==> src/rtl/dapuf_eval_ctrl.sv <==
// dapuf_eval_ctrl: evaluation sequencer for a double-arbiter PUF core.
// Takes a challenge over a valid/ready request channel. Runs one LOAD phase,
// then NUM_EVAL FIRE/RELAX evaluations. Majority-votes the sampled response
// bits and returns the voted bit plus an all-samples-agree flag over a
// valid/ready response channel.
//
// Optional feature macro: DAPUF_EVAL_RESP_SYNC_EN
//   defined   : puf_response goes through a 2-flop synchronizer (SYNC_LAT=2).
//   undefined : puf_response is sampled directly (SYNC_LAT=0). Use this only
//               in simulation, or when the PUF output is already in the clk domain.
module dapuf_eval_ctrl #(
    parameter int CHAL_W     = 16,
    parameter int SETTLE_CYC = 8,
    parameter int NUM_EVAL   = 5
) (
    input  logic              clk,
    input  logic              rst,
    input  logic              req_valid,
    output logic              req_ready,
    input  logic [CHAL_W-1:0] req_challenge,
    output logic [CHAL_W-1:0] puf_challenge,
    output logic              puf_exciteL,
    output logic              puf_exciteR,
    input  logic              puf_response,
    output logic              rsp_valid,
    input  logic              rsp_ready,
    output logic              rsp_bit,
    output logic              rsp_stable
);

`ifdef DAPUF_EVAL_RESP_SYNC_EN
    localparam int SYNC_LAT = 2;
`else
    localparam int SYNC_LAT = 0;
`endif

    // FIRE is stretched by the synchronizer depth. The sampled bit then
    // reflects the response of this firing, not a stale value.
    localparam int FIRE_CYC = SETTLE_CYC + SYNC_LAT;
    localparam int PH_W     = $clog2(FIRE_CYC + 1);
    localparam int ONES_W   = $clog2(NUM_EVAL + 1);

    localparam logic [PH_W-1:0]   SETTLE_LAST = PH_W'(SETTLE_CYC - 1);
    localparam logic [PH_W-1:0]   FIRE_LAST   = PH_W'(FIRE_CYC - 1);
    localparam logic [ONES_W-1:0] EVAL_MAX    = ONES_W'(NUM_EVAL);
    localparam logic [ONES_W-1:0] VOTE_HALF   = ONES_W'(NUM_EVAL / 2);

    // Reject parameter values that make the vote ambiguous or a phase empty.
    if (NUM_EVAL < 1 || (NUM_EVAL % 2) == 0) begin : g_bad_num_eval
        $error("dapuf_eval_ctrl: NUM_EVAL must be odd and >= 1");
    end
    if (SETTLE_CYC < 1) begin : g_bad_settle
        $error("dapuf_eval_ctrl: SETTLE_CYC must be >= 1");
    end

    typedef enum logic [2:0] {
        IDLE  = 3'd0,
        LOAD  = 3'd1,
        FIRE  = 3'd2,
        RELAX = 3'd3,
        DONE  = 3'd4
    } state_e;

    state_e              state_q, state_d;
    logic [PH_W-1:0]     phase_q, phase_d;
    logic [ONES_W-1:0]   ones_q, ones_d;
    logic [ONES_W-1:0]   eval_q, eval_d;
    logic [CHAL_W-1:0]   chal_q, chal_d;
    logic                excite_q, excite_d;
    logic                sample;

`ifdef DAPUF_EVAL_RESP_SYNC_EN
    logic [1:0] sync_q, sync_d;

    // Shift the asynchronous response into the clk domain.
    always_comb begin
        sync_d = {sync_q[0], puf_response};
    end

    // Synchronizer flops. They reset to 0 so a reset leaves no stale sample.
    always_ff @(posedge clk or posedge rst) begin
        if (rst) begin
            sync_q <= 2'b00;
        end else begin
            sync_q <= sync_d;
        end
    end

    assign sample = sync_q[1];
`else
    assign sample = puf_response;
`endif

    // Next-state logic: phase sequencing, vote accumulation and challenge capture.
    always_comb begin
        // NOTE: every variable gets a default before the case. Paths that do not
        // assign a variable then hold its value instead of inferring a latch.
        state_d = state_q;
        phase_d = phase_q;
        ones_d  = ones_q;
        eval_d  = eval_q;
        chal_d  = chal_q;

        case (state_q)
            IDLE: begin
                if (req_valid) begin
                    chal_d  = req_challenge;
                    ones_d  = '0;
                    eval_d  = '0;
                    phase_d = '0;
                    state_d = LOAD;
                end
            end
            LOAD: begin
                if (phase_q == SETTLE_LAST) begin
                    phase_d = '0;
                    state_d = FIRE;
                end else begin
                    phase_d = phase_q + 1'b1;
                end
            end
            FIRE: begin
                if (phase_q == FIRE_LAST) begin
                    phase_d = '0;
                    ones_d  = ones_q + ONES_W'(sample);
                    eval_d  = eval_q + 1'b1;
                    state_d = RELAX;
                end else begin
                    phase_d = phase_q + 1'b1;
                end
            end
            RELAX: begin
                if (phase_q == SETTLE_LAST) begin
                    phase_d = '0;
                    state_d = (eval_q == EVAL_MAX) ? DONE : FIRE;
                end else begin
                    phase_d = phase_q + 1'b1;
                end
            end
            DONE: begin
                if (rsp_ready) begin
                    state_d = IDLE;
                end
            end
            default: begin
                state_d = IDLE;
            end
        endcase

        // One flop drives both excitation lines. Both edges therefore leave on
        // the same clock edge.
        excite_d = (state_d == FIRE);
    end

    // State and datapath registers. Async reset drops the excites immediately.
    always_ff @(posedge clk or posedge rst) begin
        // NOTE: non-blocking assignments here let every flop sample the
        // pre-edge values, with no dependence on statement order.
        if (rst) begin
            state_q  <= IDLE;
            phase_q  <= '0;
            ones_q   <= '0;
            eval_q   <= '0;
            chal_q   <= '0;
            excite_q <= 1'b0;
        end else begin
            state_q  <= state_d;
            phase_q  <= phase_d;
            ones_q   <= ones_d;
            eval_q   <= eval_d;
            chal_q   <= chal_d;
            excite_q <= excite_d;
        end
    end

    // Handshake and result outputs are decoded from registered state only.
    always_comb begin
        req_ready  = (state_q == IDLE);
        rsp_valid  = (state_q == DONE);
        rsp_bit    = (state_q == DONE) && (ones_q > VOTE_HALF);
        rsp_stable = (state_q == DONE) && ((ones_q == '0) || (ones_q == EVAL_MAX));
    end

    assign puf_challenge = chal_q;
    assign puf_exciteL   = excite_q;
    assign puf_exciteR   = excite_q;

endmodule

==> config.mk <==
export PLATFORM = sky130hd
export DESIGN_NAME = dapuf_eval_ctrl
export DESIGN_NICKNAME = d
export VERILOG_FILES = /design/src/rtl/dapuf_eval_ctrl.sv
export SDC_FILE = /design/constraint.sdc
export NUM_CORES = 1
export LEC_CHECK = 0
export CAP_MARGIN = 20
export CORE_MARGIN = 2
export CORE_UTILIZATION = 42
export CTS_CLUSTER_SIZE = 30
export DETAILED_ROUTE_END_ITERATION = 16
export PLACE_DENSITY = 0.75
export SYNTH_ARGS = -nofsm -noshare
export SYNTH_HDL_FRONTEND = slang
export SYNTH_SLANG_ARGS = --single-unit
export TNS_END_PERCENT = 30
==> constraint.sdc <==
create_clock -name clk -period 1.6 [get_ports clk]
set_input_delay 0.32 -clock clk [delete_from_list [all_inputs] [get_ports clk]]
set_output_delay 0.32 -clock clk [all_outputs]
set_load 0.03 [all_outputs]
## Word-level counts from Yosys, hierarchy flattened

Index checks and enable logic that the tools add are counted.
W data, S select, Z words.

| word-level totals | value |
|---|---|
| logic and storage cells | 46 |
| flip-flop bits (word level) | 30 |
| bits of input ports | 21 |
| output and inout bits | 22 |

| operators by class | value |
|---|---|
| muxes and demuxes | 15 |
| reduce and logical (&&, ||, !) cells | 11 |
| equality and inequality tests | 10 |
| add/sub/neg operators | 3 |
| magnitude comparators | 1 |

Operator list:

| kind | number |
|---|---|
| $mux W3 | 9 |
| $pmux W3 S5 | 1 |
| $pmux W3 S2 | 2 |
| $eq A3 B2 Y1 const B | 3 |
| $eq A3 B3 Y1 const B | 3 |
| $mux W4 | 2 |
| $pmux W4 S2 | 1 |
| $logic_not A3 Y1 | 2 |
| $add A4 B1 Y4 const B | 1 |
| $eq A4 B3 Y1 const B | 1 |
| $ne A2 B2 Y1 const B | 2 |
| $reduce_and A2 Y1 | 2 |
| $reduce_bool A2 Y1 | 2 |
| $add A3 B1 Y3 | 1 |
| $add A3 B1 Y3 const B | 1 |
| $eq A3 B1 Y1 const B | 1 |
| $gt A3 B2 Y1 const B | 1 |
| $reduce_and A3 Y1 | 1 |
| $reduce_or A3 Y1 | 1 |
| $logic_and A1 B1 Y1 | 2 |
| $logic_or A1 B1 Y1 | 1 |

## Longest topological paths before layout

| depth | value |
|---|---|
| word-level depth | 5 |
| mapped depth | 6 |
| mapped depth without buffers | 5 |

## Worst setup path after synthesis

No wires, ideal clock.

| timing path | value |
|---|---|
| kind | flip-flop to output port |
| start | reg state_q[0] |
| end | out rsp_stable |
| arrival time | 1.557 ns |
| slack | -0.277 ns |
| path buffers | 1 |
| cell stages (with the launch flop) | 5 |
| data required time | 1.280 ns |
| cells stage by stage | dfrtp_1 -> clkbuf_1 -> nor2_1 -> nand2_1 -> nor3_1 |

| between the ends | value |
|---|---|
| cells in the longest elaborated chain, start to end | 2 |

Ends and longest elaborated chain:

| item | line | RTL |
|---|---|---|
| start, declared | 64 | `state_e state_q, state_d;` |
| start signal, assigned | 167 | `state_q <= state_d;` |
| $eq A3 B3 Y1 | 181 | `rsp_stable = (state_q == DONE) && ((ones_q == '0) \|\| (ones_q == EVAL_MAX));` |
| $logic_and A1 B1 Y1 | 181 |  |
| end, declared | 28 | `output logic rsp_stable` |

No other way between the ends.

## Final worst setup path

| timing path | value |
|---|---|
| start | reg state_q[0] |
| end | out req_ready |

| between the ends | value |
|---|---|
| cells in the longest elaborated chain, start to end | 1 |

Ends and longest elaborated chain:

| item | line | RTL |
|---|---|---|
| $logic_not A3 Y1 | 178 | `req_ready = (state_q == IDLE);` |
| end, declared | 19 | `output logic req_ready,` |

No other way between the ends.

==> impl_metrics.toml <==
[run_status]
outcome = "finished, violations left"
violations = "setup timing"

[placement]
dp_cells = 239
gp_congestion = 0.724
portBuffers = 42
hpwl_um = 2340

[timing]
fin_crit_sh_pct = 101
final-hold-violation-count = 0
finClkSkew_ns = 0.00804
rsz0062_at_grt = "true"
fin_hold_ws_ns = 0.347
slew_headroom_pct = 75.3
finalMaxSlewViolations = 0
worst_pin_slew_ns = 0.370
setup_viol = 2
fin_crit_ns = 1.62
setup_ws_ns = -0.0226
setup_tns_ns = -0.0279
max_clock_freq_mhz = 616

[floorplanning]
die-area_um2 = 3910
fp-row-count = 21
coreArea_um2 = 3310
die_y_um = 62.5
num_io_pins = 43
start_util_pct = 43.5
dieWidth_um = 62.5

[global_routing]
grt_start_max_net_pins = 31
grt_pass1_wl_um = 5530
grt_pass1_vias = 1235
grt_overflow_total = 0
grt_use_total_pct = 18.2
antenna_found_initial = 0

[synth]
synthCells = 151
syn_nets = 177
ys_top_cells_by_area = "dfrtp_1 (52%), nand2_1 (15%), mux2i_1 (4.9%)"
synth_top_area_share_pct = 52.2
yosys_warnings = 0
synth_area_leader_cell = "dfrtp_1"
syn_area_um2 = 1440
synth.distinct_cells = 31
synth-seq-area-share_pct = 52.2
synth-seq-cells = 30
syn_avg_cell_area_um2 = 9.53

[setup_path]
critPathBufInv = 3
crit_type = "reg -> out"
timing.critical_path.from_type = "flip-flop"
cp_top_family = "buffers and inverters"
critPathMaxFanout = 11
cpMostUsedCell = "buf_4"
max_stage_delay_ns = 0.41
worstPathRequired_ns = 1.28
reg2reg_slack_ns = 0.06
arrival_ns = 1.30
crit_path_top_delay_cell = "dfrtp_1"
critPathCaptureType = "output pin"
path_cells = "buf_4 > buf_6 > nor3_2 > buf_4"

[route]
vias_per_cell = 4.81
finalWirelength_um = 3200
drc = 0
drtAntennaViolNets = 0
num_vias = 1208
dr.pass1.iters = 4
drtIter0Drc = 12
wl_per_cell_um = 12.7

[flow_run]
maxCapViolations = 0

[layout]
drive_above_1_share_pct = 16.6
num_antenna_cells = 0
synthToLayoutAreaGrowth_pct = 41.8
fin_nets = 230
fillCellCount = 309
instances_no_fill = 251

[power_and_ir_drop]
power_density_nw_per_um2 = 1720
irDropWorstVdd_mv = 0.885
power_leakage_uw = 0.00108

[cts]
postCtsHoldBufs = 0
path_clk_slew_ns = 0.10
ctsHtreeMaxLevel = 2
cts_tree = "done"
clock_path_buffers = 2
cts-root-buf = "clkbuf_4"
cts_num_sinks = 30
insertion_delay_ns = 0.34
cts_made_buffers = 5

[worst_hold_path]
hp-class = "in -> async"
## power by group
part           total (uW)  internal, uW  switching (uW)
combinational        1650           637            1010
clock                 594           323             271
sequential           1260          1060             200
total                3510          2020            1480
## state kept, by name (all words and copies together), names as in the netlist
register	cells
ones_q	3
puf_challenge	16
eval_q	3
puf_exciteL	1
state_q	3
phase_q	4
## worst paths after layout
kind | start | to | cells past startpoint
worst min-delay path | rst | phase_q[3]$_DFFE_PP0P_ | 3
worst max register to register | state_q[0]$_DFF_PP0_ | puf_challenge[15]$_DFFE_PP0P_ | 5
min in group clk | puf_challenge[6]$_DFFE_PP0P_ | puf_challenge[6]$_DFFE_PP0P_ | 2
worst min register to register | puf_challenge[6]$_DFFE_PP0P_ | puf_challenge[6]$_DFFE_PP0P_ | 2
worst max-delay path | state_q[0]$_DFF_PP0_ | req_ready | 4
max in group asynchronous | rst | puf_challenge[13]$_DFFE_PP0P_ | 3
## final cells by class
| type | instances | area [um2] | share of cell area [%] |
|---|---|---|---|
| multi-input combinational | 104 | 607 | 29.7 |
| inverter | 8 | 30.0 | 1.47 |
| sequential | 30 | 751 | 36.8 |
| timing repair buffer | 55 | 518 | 25.4 |
| clock buffer | 5 | 37.5 | 1.84 |
| clock inverter | 3 | 40.0 | 1.96 |
| tap | 46 | 57.6 | 2.82 |
## cells in the final DEF (no fill, tap or decap), types with 2 or more instances in the layout
| cell type | Yosys | final |
|---|---|---|
| dlygate4sd2_1 | 0 | 18 |
| buf_12 | 0 | 2 |
| nand3_1 | 5 | 4 |
| clkinv_2 | 0 | 2 |
| nor2_1 | 3 | 2 |
| nor3_2 | 0 | 2 |
| mux2i_1 | 7 | 7 |
| clkbuf_4 | 0 | 5 |
| buf_4 | 1 | 13 |
| nand4_1 | 2 | 2 |
| buf_6 | 3 | 2 |
| nand3b_1 | 4 | 4 |
| ha_1 | 5 | 5 |
| nand2_1 | 57 | 56 |
| a21oi_1 | 4 | 4 |
| o21ai_0 | 2 | 2 |
| clkdlybuf4s50_1 | 0 | 20 |
| dfrtp_1 | 30 | 30 |
| inv_1 | 8 | 8 |
## tightest hold or removal path, cell delays in order
cell	delay (ns)
clkdlybuf4s50_1	0.39
inv_1	0.05
buf_4	0.34
## cell usage after synthesis (all sizes together)
master   n
o31ai    1
or3      1
inv      8
a311oi   1
nand3    5
mux2i    7
and3b    1
ha       5
xor2     1
nand3b   4
buf      7
o21bai   1
clkbuf   2
nand2   57
or4b     1
o21ai    3
nor4b    1
nor2     3
a21oi    4
and3     1
nor3     2
a31oi    1
nand4    2
dfrtp   30
o22ai    1
or4      1
## stage by stage
stage / cell area (um2) / total power, uW / worst slack [ns] / utilization [%]
floorplan: 1440 / 2300 / -0.0429 / -
global placement: 1930 / 2920 / -0.142 / 58.4
detailed placement: 1930 / 3010 / -0.163 / 58.4
CTS: 2010 / 3490 / -0.0714 / 60.8
global route: 2040 / 3760 / -0.121 / 61.6
finish: 2040 / 3510 / -0.0226 / 61.6
## layer usage
layer | up-vias | global-route usage, % | part of all wire (%)
met5 | - | 0 | 0
met4 | 0 | 8.33 | 1.2
met3 | 4 | 5.23 | 3.8
met2 | 29 | 31.7 | 54
met1 | 579 | 20.4 | 41
li1 | 596 | - | -
## kinds of logic (layout without fill, tap and decap cells)
kind of cell / after synthesis / after routing / share of synthesized area, %
buffers and inverters: 17 / 71 / 7.13
DFF: 30 / 30 / 52.2
muxes: 7 / 7 / 4.87
AOI/OAI and AO/OA: 12 / 12 / 5.22
and+or+nand+nor: 79 / 79 / 25.7
adders and majority gates: 5 / 5 / 4.35
xor gates and xnor gates: 1 / 1 / 0.609
## repair_timing
| item | in CTS | in global routing |
|---|---|---|
| buffers inserted | 1 | 4 |
| resized for setup | 23 | 2 |
| endpoints found under the setup margin | 22 | 10 |
| pin swaps | 2 | 4 |
Note: power is estimated with default switching activity, not from simulation.
==> RTL change, RTL diff (same flow settings) <==
The option `DAPUF_EVAL_RESP_SYNC_EN` is turned on by a define.
--- a/src/rtl/dapuf_eval_ctrl.sv
+++ b/src/rtl/dapuf_eval_ctrl.sv
@@ -9,4 +9,6 @@
 //   undefined : puf_response is sampled directly (SYNC_LAT=0). Use this only
 //               in simulation, or when the PUF output is already in the clk domain.
+`define DAPUF_EVAL_RESP_SYNC_EN
+
 module dapuf_eval_ctrl #(
     parameter int CHAL_W     = 16,
Check against the original RTL: no difference found for any inputs over 10 cycles, from zero or initial values and one cycle with rst high; that may be too few to reach the edited logic, so the function may still have changed.
==> RTL change against the original RTL <==
- the flow still finishes with violations (setup timing)
- final area increased by 6.3%
- via count is 3.6% lower
- global-route usage is 0.82 points lower
- synthesized area rose by 5.7%
- die area is 5.4% higher
- sequential cell count up 2
- total power up 2.5%
- clock skew decreased by 0.0022 ns
- routed wire length down 0.41%
- sequential power up 7%
- fmax increased by 0.78%
- setup slack improved by 0.013 ns
- critical endpoint is now rsp_bit
==> RTL change: results (changes against the original RTL) <==
[clock_tree]
postCtsSetupBuffers = 3  ; was 1
cts_resized = 21  ; was 23

[worst_setup_path]
max_stage_delay_ns = 0.44  ; was 0.41 ns
cp_slowest_cell = dfrtp_2  ; was dfrtp_1
crit_family = flip-flops  ; was buffers and inverters
critPathMaxFanout = 3  ; was 11

[synthesis]
syn_inst = 124  ; was 151
synth_cell_types = 36  ; was 31
netlist_top_cells_count = dfrtp_1, mux2_2, inv_1  ; was nand2_1, dfrtp_1, inv_1
synth-xor-area-share = 0.00576  ; was 0.00609
ys_seq_area_frac = 0.526  ; was 0.522
muxShareOfSynthArea = 0.138  ; was 0.0487

[grt]
grt_max_degree = 33  ; was 31
grt_use_total = 0.173  ; was 0.182
gr-usage-met1 = 0.199  ; was 0.204
grt_pass1_vias = 1275  ; was 1235
met2_usage = 0.290  ; was 0.317
grt_first_pass_wirelength_mm = 5.55  ; was 5.53 mm

[placed_design]
gp_congestion = 0.805  ; was 0.724
place_ws_ns = -0.152  ; was -0.163 ns
dp_hpwl_mm = 2.20  ; was 2.34 mm

[timing]
relSlewSlack = 0.735  ; was 0.753
fin_ws_ns = -0.0101  ; was -0.0226 ns
skew_ns = 0.00587  ; was 0.00804 ns
report.final.setup_viol = 2  ; unchanged

[detailed_routing]
wire_per_inst_microns = 13.8  ; was 12.7 microns
drt_iter0_drc = 49  ; was 12

[power_and_ir_drop]
p_leak_nw = 1.01  ; was 1.08 nW
netSwitchingPower_mw = 1.50  ; was 1.48 mW
worst_ir_drop_vdd_v = 0.000940  ; was 0.000885 V

[run_status]
violations = setup timing  ; unchanged
status = finished, violations left  ; unchanged

[finish]
nFillCells = 271  ; was 309
nets = 210  ; was 230

-- RTL change: cell types whose count changed after synthesis, moves of 3 or more --
cell	unedited run	this run
nand2_1	57	2
mux2_2	0	15
o21ai_0	2	8
mux2i_1	7	3
a22oi_1	0	3
o211ai_1	0	3
-- RTL change: tightest hold or removal path, cell delays in order --
cell	delay (ns)
clkdlybuf4s50_1	0.39
inv_1	0.06
buf_4	0.35
-- RTL change: per-layer routing --
| layer | part of all wire | wire length (microns) |
|---|---|---|
| met1 | 0.44 | 1410 |
| met2 | 0.48 | 1520 |
| met3 | 0.071 | 225 |
| met4 | 0.0097 | 31 |
| met5 | 0 | 0 |
-- RTL change: path summary, 6_finish.rpt --
kind | start | to | slack, ns | depth (start not counted)
min in group clk | sync_q[0] | sync_q[1] | 0.38 | 0
worst max-delay path | ones_q[2] | rsp_bit | -0.01 | 4
max in group asynchronous | rst | state_q[1] | 0.93 | 3
worst min register to register | sync_q[0] | sync_q[1] | 0.38 | 0
worst max register to register | state_q[0] | puf_challenge[14] | 0.05 | 4
worst min-delay path | rst | puf_challenge[10] | 0.35 | 3
-- RTL change: final cells by class --
| class | count | area share |
|---|---|---|
| repair buffers | 59 | 0.247 |
| multi-input cells | 76 | 0.310 |
| flip-flops and latches | 32 | 0.371 |
| well taps | 46 | 0.0265 |
| clock buffers | 6 | 0.0236 |
| clock inverters | 2 | 0.00692 |
| inverters | 9 | 0.0156 |
-- RTL change: power by group through the flow --
stage          Sequential, mW  Combinational [mW]  Clock (mW)
3_3_place_gp             1.38                1.73           0
2_1_floorplan            1.76               0.712           0
3_5_place_dp             1.40                1.78           0
4_1_cts                  1.34                1.70       0.533
5_1_grt                  1.40                1.88       0.572
6_report                 1.35                1.73       0.517
